$ cat src/rtl/cpu_memory.sv
// Stack-CPU memory stage (3a->4a): branch resolution, data-memory load/store over req/ack,
// and registered stack writeback commands. Stalls upstream while a memory access is outstanding.
module cpu_memory (
  input  logic        clk,
  input  logic        rst,
  input  logic        alu__cond_3a,
  input  logic [31:0] alu__out_3a,
  input  logic [1:0]  c__branch_3a,
  input  logic [2:0]  c__to_push_3a,
  input  logic [47:0] instruction_3a,
  input  logic [31:0] pc_3a,
  input  logic [34:0] r0_3a,
  input  logic [34:0] r1_3a,
  input  logic [10:0] st__to_pop_3a,
  input  logic        dmem__ack,
  input  logic [31:0] dmem__rdata,
  output logic        stall_3a,
  output logic        kill_4a,
  output logic [31:0] branch_pc_4a,
  output logic        st__push_4a,
  output logic [34:0] st__push_data_4a,
  output logic [10:0] st__to_pop_4a,
  output logic        dmem__req,
  output logic        dmem__we,
  output logic [31:0] dmem__addr,
  output logic [31:0] dmem__wdata
);

  typedef enum logic {IDLE, WAIT} state_t;

  state_t      state, state_nxt;
  logic        is_load, is_store, is_mem;
  logic        taken;
  logic        push_vld;
  logic [34:0] push_val;
  logic        wb_en, start, done;
  logic        unused_instr;

  assign is_load  = (instruction_3a[41:40] == 2'b01);
  assign is_store = (instruction_3a[41:40] == 2'b10);
  assign is_mem   = is_load || is_store;
  assign unused_instr = ^{instruction_3a[47:42], instruction_3a[39:32]};

  always_comb begin
    taken = 1'b0;
    case (c__branch_3a)
      2'b01:   taken = 1'b1;
      2'b10:   taken = alu__cond_3a;
      2'b11:   taken = !alu__cond_3a;
      default: taken = 1'b0;
    endcase
  end

  // Load data is only a legal push source when this instruction is the load itself.
  always_comb begin
    push_vld = 1'b0;
    push_val = '0;
    case (c__to_push_3a)
      3'b001: begin push_vld = 1'b1; push_val = {3'b000, alu__out_3a}; end
      3'b010: begin push_vld = is_load; push_val = {3'b000, dmem__rdata}; end
      3'b011: begin push_vld = 1'b1; push_val = r0_3a; end
      3'b100: begin push_vld = 1'b1; push_val = r1_3a; end
      3'b101: begin push_vld = 1'b1; push_val = {3'b000, pc_3a + 32'd6}; end
      default: begin push_vld = 1'b0; push_val = '0; end
    endcase
  end

  always_comb begin
    state_nxt = state;
    stall_3a  = 1'b0;
    wb_en     = 1'b0;
    start     = 1'b0;
    done      = 1'b0;
    case (state)
      IDLE: begin
        if (!kill_4a) begin
          if (is_mem) begin
            stall_3a  = 1'b1;
            start     = 1'b1;
            state_nxt = WAIT;
          end else begin
            wb_en = 1'b1;
          end
        end
      end
      WAIT: begin
        stall_3a = !dmem__ack;
        if (dmem__ack) begin
          wb_en     = 1'b1;
          done      = 1'b1;
          state_nxt = IDLE;
        end
      end
      default: state_nxt = IDLE;
    endcase
  end

  always_ff @(posedge clk) begin
    if (rst) begin
      state            <= IDLE;
      kill_4a          <= 1'b0;
      branch_pc_4a     <= '0;
      st__push_4a      <= 1'b0;
      st__push_data_4a <= '0;
      st__to_pop_4a    <= '0;
      dmem__req        <= 1'b0;
      dmem__we         <= 1'b0;
      dmem__addr       <= '0;
      dmem__wdata      <= '0;
    end else begin
      state         <= state_nxt;
      st__push_4a   <= 1'b0;
      st__to_pop_4a <= '0;
      kill_4a       <= 1'b0;
      if (wb_en) begin
        st__push_4a   <= push_vld;
        st__to_pop_4a <= st__to_pop_3a;
        kill_4a       <= taken;
        if (push_vld) st__push_data_4a <= push_val;
        if (taken)    branch_pc_4a     <= instruction_3a[31:0];
      end
      // Request fields are captured once and held untouched for the whole WAIT.
      if (start) begin
        dmem__req   <= 1'b1;
        dmem__we    <= is_store;
        dmem__addr  <= is_store ? r0_3a[31:0] : alu__out_3a;
        dmem__wdata <= r1_3a[31:0];
      end else if (done) begin
        dmem__req <= 1'b0;
      end
    end
  end

endmodule

$ cat config.mk
export PLATFORM = sky130hd
export DESIGN_NAME = cpu_memory
export DESIGN_NICKNAME = d
export VERILOG_FILES = /design/src/rtl/cpu_memory.sv
export SDC_FILE = /design/constraint.sdc
export NUM_CORES = 1
export LEC_CHECK = 0
export CORE_AREA = 2 2 148 150
export CTS_BUF_LIST = sky130_fd_sc_hd__clkbuf_4 sky130_fd_sc_hd__clkbuf_8 sky130_fd_sc_hd__clkbuf_16
export DETAILED_ROUTE_END_ITERATION = 8
export DIE_AREA = 0 0 150 152
export PLACE_DENSITY = 0.75
export SLEW_MARGIN = 20
export SYNTH_ARGS = -nofsm -noshare
export SYNTH_HDL_FRONTEND = slang
export SYNTH_SLANG_ARGS = --single-unit
$ cat constraint.sdc
create_clock -name clk -period 2.13 [get_ports clk]
set_input_delay 0.426 -clock clk [delete_from_list [all_inputs] [get_ports clk]]
set_output_delay 0.426 -clock clk [all_outputs]
set_load 0.01 [all_outputs]
Yosys cells after proc, flatten, opt, wreduce, memory -nomap -nowiden:

Cells that the tools add are included.

* register bits: 147
* input bits: 234
* word-level logic and storage cells: 48

* add/subtract/negate cells: 1
* equal/unequal tests: 10
* mux-type cells: 17
* bitwise gates (word level): 2
* reduce and logical (&&, ||, !) cells: 8

Operators by type and width (number)
* 35-bit case mux with 5 select lines: 1
* 32-bit by 3-bit adder with 32-bit output, second input constant: 1
* 32-bit two-way mux: 1
* 1-bit two-way mux: 10
* 1-bit case mux with 2 select lines: 4
* 2-bit equality test, second input constant: 3
* 3-bit by 2-bit equality test with 1-bit output, second input constant: 2
* 3-bit equality test, second input constant: 2
* 2-bit by 1-bit equality test with 1-bit output, second input constant: 2
* 2-bit AND reduction: 2
* 4-bit OR reduction: 1
* 3-bit by 1-bit equality test with 1-bit output, second input constant: 1
* 1-bit case mux with 3 select lines: 1
* 1-bit zero test: 2
* 1-bit inverter: 2
* 2-bit nonzero test: 1
* 2-bit OR reduction: 1
* 1-bit logical OR: 1

Logic depth before layout (Yosys ltp):

* depth in word-level cells: 7
* mapped depth: 9

Worst setup path after synthesis:

OpenSTA, ideal clock, no wires.

* kind: in2reg
* from: input pc_3a[1]
* to: register st__push_data_4a[31]
* data arrival time: 2.074 ns
* slack: -0.066 ns
* cell stages on the path: 8
* buffers on the path: 1
* path through: inv_1 -> ha_1 -> nand4b_2 -> or4_4 -> buf_6 -> o31a_1 -> o21ai_1 -> a31oi_1

* cells in the longest elaborated chain, start to end: 2

RTL lines
* from (decl): line 11 `input logic [31:0] pc_3a,`
* 32-bit by 3-bit adder with 32-bit output: line 63 `3'b101: begin push_vld = 1'b1; push_val = {3'b000, pc_3a + 32'd6}; end`
* 35-bit case mux with 5 select lines: line 58 `case (c__to_push_3a)`
* to (signal assigned): line 119 `if (push_vld) st__push_data_4a <= push_val;`
* to (decl): line 21 `output logic [34:0] st__push_data_4a,`

No other way between the ends.
A chain may end at the register's enable or synchronous reset.

Final worst setup path:

* from: input pc_3a[10]
* to: register st__push_data_4a[24]

Same word-level chain as after synthesis.

==> run metrics <==
outcome complete, no violations; Clock Latency Late Sink between 0.4 and 0.5 ns; PD cells 713 nW/um^2; CP endpoint kind flop; Max-slew headroom 0.716; Final GP Congestion 0.917; Tot GR Track Use 0.267; layout cells sized above 1 0.141; drt pass-1 iters 5; period utilisation layout 0.965; Via Count 8197; wire length per cell 19.8 um; Syn Inst Count 874; area growth from synthesis to layout 75.4%; Hold Path Class in -> reg; clk sinks between 100 and 150; Adder-Cell Fraction of Synth Area 0.00527; Cell variety after synth just under 50; Worst Path Max Fanout 5; DIE WIDTH 150 um; worst hold slack 0.380 ns; Async SR Flop Fraction 0; setup_tns 0 ns; post-synthesis mux area share 0.0945; ys flop type dfxtp_1; # rows 54; #FFs+latches synth 147; Congestion Overflow GR 0; global-route wire length before repair between 40000 and 50000 um; Detailed Place HPWL ~24000 um; Worst EP required 2.44 ns; CTS buffer count 17; CTS Hold Bufs 0; post-synthesis compound-gate area fraction 0.235; CTS tree yes; Mapped Area just over 7000 um^2; min Tclk post-route 2.05 ns; root buffer cell clkbuf_16; Worst-Margin Slew 0.414 ns; largest family of logic cells by synthesized area compound AO/OA/AOI/OAI gates; number of global-route vias before repair 8001; Synth top cells by count 151 x nand2_1, 147 x dfxtp_1, 104 x a21oi_1, 61 x nor2_1, 59 x clkbuf_1; pin count of the biggest net entering global routing 67; final wirelength 31100 um; die area 22800 um^2; Fmax achieved 487 MHz; Worst VDD drop approximately 0.5 mV; Die Height roughly 150 um; Starting Density 0.334; final hold viol count 0; number of synthesized flops with an enable pin 0; Layout Nets between 1.5k and 2k; Iter 0 DRT Violations 524; Seq. cell area a little under 3000 um^2; DRC 0; Syn Area/Cell 8.15 um^2; setup violators final 0; H-tree levels 4; Port-buffer cells around 370; most frequent cell after synthesis nand2_1; io pins 381; simple-gate share of the synthesized area 0.183; via/cell ratio 5.20; Reg clk slew, reported paths 0.07 ns; Max Slew Vio Count 0; post-route ant nets 0; area leader, netlist dfxtp_1; LEAKAGE 4.65 nW; unrepaired setup endpoints after global routing no; xor and xnor area share after synthesis 0.0221; Crit Path Category in -> reg; syn nets 1111; Syn. warnings 0; Final Skew 0.0109 ns; MaxCap Viol Count 0; Critical Path Start Type input pin; top post-synthesis cells by area dfxtp_1 41%, nand2_1 8.0%, a21oi_1 7.3%, mux2i_1 5.3%, mux2_2 4.1%; clock buffer depth 2; fill count a little under 2k; total power 8.91 mW; core area 21400 um^2; Inserted Diodes 0; area share of the largest cell type after synthesis 0.413; data arrival time of the worst path 2.36 ns; initial antenna violation count 0; part of the Yosys area used for sequential elements 0.413; area taken by multi-input logic gates 3950 um^2
[area by class of cell]
class                           instances  area share
Tap cell                              280      0.0280
Clock inverter                         15      0.0127
Sequential cell                       147       0.236
Multi-Input combinational cell        642       0.316
Timing Repair Buffer                  463       0.370
Clock buffer                           17      0.0341
Inverter                               11     0.00330
[critical path, cell delays in order]
cell	delay [ns]
clkdlybuf4s50_1	0.49
nand3_1	0.19
or4_4	0.62
o31a_1	0.26
o21ai_0	0.26
a21oi_1	0.11
[final timing paths]
| kind | start | cells after the start | endpoint | slack (ns) |
|---|---|---|---|---|
| worst max-delay path | pc_3a[10] | 6 | st__push_data_4a[24] | 0.08 |
| worst min-delay path | rst | 2 | dmem__req | 0.38 |
| worst max register to register | kill_4a | 7 | st__push_data_4a[21] | 0.30 |
| worst min register to register | dmem__wdata[3] | 2 | dmem__wdata[3] | 0.45 |
[cells by family (layout without fill, tap and decap cells)]
kind of cell    count (synthesis)  in the layout
compound gates                270            270
simple gates                  287            287
mux                            64             64
flops                         147            147
xor+xnor                       18             18
fa+ha+maj                       3              3
buf+inv                        85            506
[cell usage in the layout (no fill, tap or decap), types with 11 or more instances in the layout]
cell	count
clkbuf_16	17
nand3_1	12
mux2_2	26
nand2_1	151
xor2_1	11
dfxtp_1	147
buf_12	15
a211oi_1	36
nor2_1	61
o21ai_0	49
buf_4	78
a21oi_1	104
and2_1	13
mux2i_1	38
a22oi_1	27
clkdlybuf4s50_1	358
[timing repair]
action | 4_1_cts | 5_1_grt
pin swaps | 9 | 2
resized for setup | 33 | 4
endpoints found under the setup margin | 79 | 5
gates cloned | 3 | 0
hold endpoints to repair | 0 | 0
buffers inserted | 5 | 1
[sequential cells by signal, summed over array words and instances, names as in the netlist]
name	count
branch_pc_4a	32
st__push_4a	1
kill_4a	1
st__to_pop_4a	11
st__push_data_4a	35
dmem__addr	32
dmem__req	1
dmem__we	1
dmem__wdata	32
state	1
[through the flow]
stage                     instance area, um^2  cells   util  setup WS (ns)
final                                   12500   1575  0.585         0.0755
after floorplan                          7130    874      -        0.00504
after CTS                               12500   1574  0.585         0.0870
after global placement                  11700   1534  0.548         -0.724
after global routing                    12500   1575  0.585        0.00294
after detailed placement                11700   1534  0.548         -0.738
[metal layers]
layer / GRT usage / up-vias / wire length, um
li1: - / 3944 / -
met1: 0.341 / 3858 / 13200
met2: 0.445 / 354 / 14800
met3: 0.0646 / 41 / 2400
met4: 0.0786 / 0 / 711
met5: 0 / - / 0
[where the power goes]
part           internal [mW]  switching, mW  leakage [nW]
registers               3.04          0.152          1.21
clock network           1.67           1.40         0.280
logic                   1.45           1.20          3.16
Note: power is estimated with default switching activity, not from simulation.
